<file path="config.mk">
export PLATFORM = sky130hd
export DESIGN_NAME = hazard_ctrl
export DESIGN_NICKNAME = d
export VERILOG_FILES = /design/src/rtl/hazard_ctrl.sv
export SDC_FILE = /design/constraint.sdc
export NUM_CORES = 1
export LEC_CHECK = 0
export BUFFER_PORTS_ARGS = -buffer_cell sky130_fd_sc_hd__buf_2
export CORE_AREA = 5 5 85 87
export CTS_CLUSTER_DIAMETER = 80
export DETAILED_ROUTE_END_ITERATION = 6
export DIE_AREA = 0 0 90 92
export PLACE_DENSITY = 0.89
export SYNTH_ARGS = -nofsm -noshare
export SYNTH_HDL_FRONTEND = slang
export SYNTH_SLANG_ARGS = --single-unit
export TNS_END_PERCENT = 30
</file>
<file path="constraint.sdc">
create_clock -name clk -period 3.99 [get_ports clk]
set_input_delay 0 -clock clk [delete_from_list [all_inputs] [get_ports clk]]
set_output_delay 0 -clock clk [all_outputs]
set_load 0.02 [all_outputs]
</file>
<file path="src/rtl/hazard_ctrl.sv">
// Pipeline hazard controller: load-use bubbles, EX redirect flushes, memory-wait freeze,
// plus saturating stall/flush event counters.
module hazard_ctrl #(
  parameter int FLUSH_CYCLES = 1,
  parameter int CNT_W        = 32
) (
  input  logic             clk,
  input  logic             rst,
  input  logic [4:0]       id_rs1_raddr,
  input  logic [4:0]       id_rs2_raddr,
  input  logic             id_rs1_used,
  input  logic             id_rs2_used,
  input  logic [4:0]       ex_reg_waddr,
  input  logic             ex_reg_wena,
  input  logic             ex_mem_rena,
  input  logic             ex_redirect,
  input  logic             mem_busy,
  output logic             pc_stall,
  output logic             ifid_stall,
  output logic             ifid_flush,
  output logic             pipelineFlush,
  output logic             idex_hazarded,
  output logic             pipe_freeze,
  output logic [1:0]       hz_state,
  output logic [CNT_W-1:0] stall_cnt,
  output logic [CNT_W-1:0] flush_cnt
);

  // state    | meaning
  // RUN      | normal issue; redirect / load-use / mem_busy evaluated by priority
  // MEM_WAIT | pipe frozen on mem_busy; evaluates as RUN once memory is ready
  // FLUSH    | post-redirect bubble cycles counted down by fc
  localparam logic [1:0] S_RUN      = 2'd0;
  localparam logic [1:0] S_MEM_WAIT = 2'd1;
  localparam logic [1:0] S_FLUSH    = 2'd2;
  localparam logic [2:0] FC_INIT    = 3'(FLUSH_CYCLES);

  logic [1:0] state, state_nxt;
  logic [2:0] fc, fc_nxt;
  logic       lu;
  logic       redirect_acc;

  assign lu = ex_mem_rena && ex_reg_wena && (ex_reg_waddr != 5'd0) &&
              ((id_rs1_used && (id_rs1_raddr == ex_reg_waddr)) ||
               (id_rs2_used && (id_rs2_raddr == ex_reg_waddr)));

  always_ff @(posedge clk or negedge rst) begin
    if (!rst) begin
      state <= S_RUN;
      fc    <= 3'd0;
    end else begin
      state <= state_nxt;
      fc    <= fc_nxt;
    end
  end

  always_comb begin
    state_nxt    = state;
    fc_nxt       = fc;
    redirect_acc = 1'b0;
    case (state)
      S_RUN, S_MEM_WAIT: begin
        if (mem_busy) begin
          state_nxt = S_MEM_WAIT;
        end else if (ex_redirect) begin
          redirect_acc = 1'b1;
          if (FC_INIT != 3'd0) begin
            state_nxt = S_FLUSH;
            fc_nxt    = FC_INIT;
          end else begin
            state_nxt = S_RUN;
          end
        end else begin
          state_nxt = S_RUN;
        end
      end
      S_FLUSH: begin
        // fc is frozen along with the rest of the pipe while memory stalls
        if (!mem_busy) begin
          if (fc <= 3'd1) begin
            state_nxt = S_RUN;
            fc_nxt    = 3'd0;
          end else begin
            fc_nxt = fc - 3'd1;
          end
        end
      end
      default: begin
        state_nxt = S_RUN;
        fc_nxt    = 3'd0;
      end
    endcase
  end

  always_comb begin
    pc_stall      = 1'b0;
    ifid_stall    = 1'b0;
    ifid_flush    = 1'b0;
    pipelineFlush = 1'b0;
    idex_hazarded = 1'b0;
    pipe_freeze   = 1'b0;
    if (rst) begin
      if (mem_busy) begin
        pipe_freeze = 1'b1;
        pc_stall    = 1'b1;
        ifid_stall  = 1'b1;
      end else if (state == S_FLUSH || ex_redirect) begin
        ifid_flush    = 1'b1;
        pipelineFlush = 1'b1;
      end else if (lu) begin
        idex_hazarded = 1'b1;
        pc_stall      = 1'b1;
        ifid_stall    = 1'b1;
      end
    end
  end

  assign hz_state = state;

  always_ff @(posedge clk or negedge rst) begin
    if (!rst) begin
      stall_cnt <= '0;
      flush_cnt <= '0;
    end else begin
      if ((idex_hazarded || pipe_freeze) && !(&stall_cnt))
        stall_cnt <= stall_cnt + CNT_W'(1);
      if (redirect_acc && !(&flush_cnt))
        flush_cnt <= flush_cnt + CNT_W'(1);
    end
  end

endmodule

</file>
==> flow_summary.ini, run 1 <==
[clocking]
cts-resized-gates = 0
cts_buffers = 9
clkLatencyLatePin_ns = 0.34
clock_path_buffers = 2
cts.clk_slew.worst_paths_ns = 0.08
root_buffer = clkbuf_8
clkSinkCount = 69
cts_tree = done
cts.htree.levels = 3

[grt]
antenna_found_initial = 0
grt-ovfl-total = 0
grt_max_degree = 71
grt_pass1_wl_mm = 12.82
grt_pass1_vias = 2859
grtUsageTotal_pct = 18.80

[timing]
hold_viol = 0
max-slew-margin-rel_pct = 35.88
grt_setup_unrepaired = no
worst_slew_pin_slew_ns = 0.9530
final.min_clock_period_ns = 2.726
finalSetupViolations = 0
hold_ws_ns = 0.1456
setup-tns-final_ns = 0
fmax_mhz = 366.8
maxSlewViolCount = 0
fin_crit_sh_pct = 68.33
fin_skew_ns = 0.009251

[route]
vias = 2827
first_pass_iters = 7
first_iter_violations = 94
wl_per_cell_um = 14.53
wl_met1_mm = 3.186
finalWirelength_mm = 7.583
drc = 0
viasPerCell = 5.416
met2_length_mm = 3.796
highest_layer = met4
route.met3.wl_um = 514
ant_nets = 0

[worst_setup_path]
r2r_start = stall_cnt[0]
cp_top_family = simple AND/OR/NAND/NOR gates
path_buf_inv = 0
cp-end-kind = register
cp_data_arrival_time_ns = 2.95
slowest_delay_ns = 0.57
r2r_cells = 6
startpoint_type = register
crit_chain = ha_1 -> nand4_1 -> or3_1 -> or4_4 -> nand3_2 -> mux2_1
path_max_fanout = 24
worstSetupPathType = reg -> reg
rrSetupSlack_ns = 1.26
reg2reg_to = stall_cnt[1]
crit_slowest_cell = or4_4
cp.required_ns = 4.22

[synth]
synthFlopType = dfrtp_1
synth.top_cell.area_share_pct = 49.98
synth_cell_types = 40
synth.largest_area_cell = dfrtp_1
yosysSeqAreaShare_pct = 49.98
synth_top_family_by_area = simple AND/OR/NAND/NOR gates
syn_nets = 366
syn_area_um2 = 3455
synth_mux_area_share_pct = 0.6519
ys_async_sr_fraction_pct = 100.0
synth_fa_ha_area_share_pct = 1.087
ys_ff_latch = 69
syn_avg_cell_area_um2 = 10.16
yosys.area_share.simple_pct = 24.88
synth_xor_area_share_pct = 18.25
synth-edff-count = 0
synth_area_leaders = dfrtp_1 50%, xor2_1 9.4%, xnor2_1 8.9%, nand2_1 3.5%, nand4_1 3.3%
syn_inst = 340
synth_compound_area_share_pct = 2.173
yosys_warnings = 0

[layout]
layout_commonest_cell = buf_2
fin_cells = 522
antenna_cells = 0
final_layout_size_suffix_gt1_share_pct = 26.07
final_cell_area_um2 = 4195
finalNetCount = 466
fillers = 485
syn_to_final_growth_pct = 21.44
layout_common_cells = 94 x buf_2, 69 x dfrtp_1, 37 x xor2_1

[die]
io_pins = 95
dieArea_um2 = 8280
start_util_pct = 55.03
coreArea_um2 = 6277
dieWidth_um = 90
rows = 29
chipHeight_um = 92

[pwr]
peakVddDrop_v = 0.0003016
leakagePower_nw = 2.163
power.density_nw_per_um2 = 403.5

[placed_design]
dpl_cell_area_um2 = 3975
place_hpwl_mm = 5.625
place_inst = 504
gp_congestion = 0.8455
io_buffers = 94

[status]
outcome = complete, no violations

[run]
max_cap_violations = 0

[worst_hold_path]
worstHoldEndpoint = stall_cnt[2]
hold_start = ex_redirect
hold_depth = 4
min_path_type = in -> reg
-- synthesized netlist by cell type (3+ instances only) --
master / instances
a21oi_1: 4
and2_1: 3
and3_1: 7
and4_1: 5
clkbuf_1: 3
dfrtp_1: 69
ha_1: 3
inv_1: 13
nand2_1: 32
nand2b_1: 3
nand3_1: 18
nand4_1: 18
nand4b_1: 3
nor2_1: 29
nor2b_1: 6
nor3_1: 17
nor3b_1: 4
nor4_1: 5
o21ai_0: 3
or3_1: 3
xnor2_1: 35
xor2_1: 37
-- cell type report --
class                           count  area, um2  share of cell area (%)
Clock buffer                       10      137.6                   3.281
Timing Repair Buffer               97      498.0                   11.87
Sequential cell                    69       1727                   41.16
Multi-Input combinational cell    250       1625                   38.74
Inverter                           13      48.80                   1.163
Clock inverter                      6      62.56                   1.491
Tap cell                           77      96.34                   2.296
-- per-layer routing --
metal / global-route usage (%) / vias to the layer above
met5: 0 / -
met2: 31.52 / 88
met4: 7.444 / 0
li1: - / 1363
met1: 22.43 / 1367
met3: 6.219 / 9
-- registers in the layout, indices dropped and copies added, names as in the netlist --
register / cells
stall_cnt: 32
flush_cnt: 32
hz_state: 2
fc: 3
-- worst min-delay path, stage by stage --
cell	delay, ns
buf_2	0.11
o41ai_1	0.13
nand4_1	0.14
xnor2_1	0.07
-- kinds of logic after synthesis --
logic type	count (synthesis)
AO/OA/AOI/OAI	12
XOR/XNOR	72
adder cells (fa/ha/maj)	3
buffers and inverters	21
flip-flops	69
multiplexers	2
AND/OR/NAND/NOR	161
-- report_power, final --
| group | switching (W) | internal [W] | total [W] |
|---|---|---|---|
| clock | 0.000265 | 0.000303 | 0.000568 |
| sequential | 0.0000813 | 0.000756 | 0.000837 |
| combinational | 0.000177 | 0.000111 | 0.000288 |
-- metrics by stage --
step,setup slack (ns),util [%],total power (W)
6_report,1.264,66.83,0.001693
5_1_grt,1.181,66.83,0.001781
4_1_cts,1.264,66.83,0.001713
3_5_place_dp,1.281,63.32,0.001139
3_3_place_gp,1.409,63.32,0.001124
2_1_floorplan,1.445,-,0.001010
-- worst max-delay path by stage --
stage | to | from | cells after the start | slack [ns]
floorplan | stall_cnt[1] | stall_cnt[0] | 8 | 1.44
global placement | stall_cnt[1] | stall_cnt[0] | 6 | 1.41
detailed placement | stall_cnt[1] | stall_cnt[0] | 6 | 1.28
CTS | stall_cnt[1] | stall_cnt[0] | 6 | 1.26
global route | stall_cnt[1] | stall_cnt[0] | 6 | 1.18
finish | stall_cnt[1] | stall_cnt[0] | 6 | 1.26
-- what timing repair did --
item                                   CTS  global route
endpoints found under the hold margin   70             0
setup endpoints to repair                0             0
hold buffers                             2             0
setup buffers                            0             0
Note: power is estimated with default switching activity, not from simulation.
==> inputs of run 2 (changes only) <==
--- a/config.mk
+++ b/config.mk
@@ -6,11 +6,11 @@
 export NUM_CORES = 1
 export LEC_CHECK = 0
 export BUFFER_PORTS_ARGS = -buffer_cell sky130_fd_sc_hd__buf_2
-export CORE_AREA = 5 5 85 87
+export CORE_AREA = 5 5 92 94
 export CTS_CLUSTER_DIAMETER = 80
 export DETAILED_ROUTE_END_ITERATION = 6
-export DIE_AREA = 0 0 90 92
-export PLACE_DENSITY = 0.89
+export DIE_AREA = 0 0 97 99
+export PLACE_DENSITY = 0.81
 export SYNTH_ARGS = -nofsm -noshare
 export SYNTH_HDL_FRONTEND = slang
 export SYNTH_SLANG_ARGS = --single-unit
==> constraint.sdc (replaced) <==
create_clock -name clk -period 2.2 [get_ports clk]
set_input_delay 0 -clock clk [delete_from_list [all_inputs] [get_ports clk]]
set_output_delay 0 -clock clk [all_outputs]
set_load 0.02 [all_outputs]
==> run 2 against run 1 <==
  * Global-route usage fell by 1.3 points
  * Cell area rose by 8.1%
  * Flip-flop and latch count did not move
  * Register-to-register slack got worse by 1.2 ns
  * Clock power rose by 92%
  * Worst hold slack got worse by 0.10 ns
==> flow_summary.ini, run 2 (synthesis results as in run 1) <==
[worst_hold_path]
min_path_type = in -> async

[route]
first_iter_violations = 89
viasPerCell = 5.162
ant_nets = 0
wl_per_cell_um = 14.18
first_pass_iters = 4
vias = 2968
finalWirelength_mm = 8.152
drc = 0

[worst_setup_path]
cp.required_ns = 2.41
cp_data_arrival_time_ns = 2.34
startpoint_type = register
slowest_delay_ns = 0.51
crit_chain = ha_4 -> nand4_1 -> or3_4 -> or4_4 -> nand3_4 -> buf_12 -> nor3_1 -> xor2_1
path_max_fanout = 10
worstSetupPathType = reg -> reg
crit_slowest_cell = or4_4
cp-end-kind = register

[clocking]
cts.clk_slew.worst_paths_ns = 0.07
cts_buffers = 9
post_cts_buffers = 0
cts_tree = done
clkSinkCount = 69
clkLatencyLatePin_ns = 0.34
cts.htree.levels = 3
root_buffer = clkbuf_8
clock_path_buffers = 2

[timing]
finalSetupViolations = 0
maxSlewViolCount = 0
worst_slew_pin_slew_ns = 0.8674
fin_skew_ns = 0.006311
fin_crit_sh_pct = 96.84
layout_setup_ws_ns = 0.06959
final.min_clock_period_ns = 2.130
grt_setup_unrepaired = yes
hold_viol = 0
fmax_mhz = 469.4
max-slew-margin-rel_pct = 42.18
hold_ws_ns = 0.04323

[die]
rows = 32
io_pins = 95
start_util_pct = 45.65
dieArea_um2 = 9603
dieWidth_um = 97
chipHeight_um = 99
coreArea_um2 = 7567

[pwr]
power.density_nw_per_um2 = 715.3
peakVddDrop_v = 0.0007032
leakagePower_nw = 2.342

[grt]
antenna_found_initial = 0
grt-ovfl-total = 0
grt_pass1_vias = 3087
grt_pass1_wl_mm = 13.99
grt_max_degree = 69
grtUsageTotal_pct = 17.54

[layout]
syn_to_final_growth_pct = 31.22
multi_input_area_um2 = 1693
final_cell_area_um2 = 4533
top_regs = flush_cnt (32), stall_cnt (32), fc (3)
finalNetCount = 494
final_layout_size_suffix_gt1_share_pct = 33.19
layout_common_cells = 94 x buf_2, 64 x dfrtp_1, 37 x xor2_1
antenna_cells = 0
seqCellArea_um2 = 1733
fillers = 641
layout_commonest_cell = buf_2

[status]
outcome = complete, no violations

[placed_design]
dpl_cell_area_um2 = 4259
place_hpwl_mm = 6.112
dpl_worst_slack_ns = 0.06092
gp_congestion = 0.8605
io_buffers = 94

[run]
max_cap_violations = 0
[run 2: critical path, delay by kind of cell (launching register included)]
family	cells	cell delay, ns
flip-flops	1	0.39
buffers and inverters	1	0.14
XOR/XNOR	1	0.15
adder cells (fa/ha/maj)	1	0.14
AND/OR/NAND/NOR	5	1.17
[run 2: layout make-up]
class / count / area share (%)
sequential: 69 / 38.23
multi-input combinational: 250 / 37.34
timing repair buffer: 125 / 15.90
clock buffer: 12 / 3.643
tap: 102 / 2.815
inverter: 13 / 1.076
clock inverter: 4 / 0.9937
[run 2: power breakdown]
| group | total, W | leakage [nW] | switching, W | internal, W |
|---|---|---|---|---|
| clock network | 0.00109 | 0.112 | 0.000477 | 0.000611 |
| registers | 0.00151 | 0.907 | 0.000125 | 0.00138 |
| logic | 0.000650 | 1.32 | 0.000379 | 0.000271 |
| total | 0.00324 | 2.34 | 0.000980 | 0.00226 |
[run 2: repair_timing]
action | 4_1_cts | 5_1_grt
endpoints found under the hold margin | 70 | 0
resized for setup | 0 | 10
hold buffers | 2 | 0
endpoints found under the setup margin | 0 | 18
[run 2: per-layer routing]
metal	track usage, %	vias up	wire length (um)
met1	22.26	1450	3561
met3	3.892	11	433
met5	0	-	0
li1	-	1417	-
met4	7.127	0	108
met2	29.14	90	4048
[run 2: final timing paths]
| path | cells past startpoint | from | slack, ns | to |
|---|---|---|---|---|
| max | 8 | stall_cnt[1] | 0.07 | stall_cnt[27] |
| min | 2 | rst | 0.04 | hz_state[0] |
| max reg2reg | 8 | stall_cnt[1] | 0.07 | stall_cnt[27] |
| min reg2reg | 1 | flush_cnt[20] | 0.49 | flush_cnt[20] |
| max in group asynchronous | 3 | rst | 1.05 | flush_cnt[1] |
| min in group clk | 5 | ex_redirect | 0.23 | stall_cnt[2] |
[run 2: per-stage QoR]
stage | utilization (%) | cells | power [W] | TNS, ns
final | 59.90 | 575 | 0.003243 | 0
after global routing | 59.90 | 575 | 0.003404 | -0.006309
after CTS | 59.33 | 575 | 0.003266 | 0
after detailed placement | 56.28 | 557 | 0.002171 | 0
after global placement | 56.28 | 557 | 0.002135 | 0
after floorplan | - | 340 | 0.001853 | -1.532
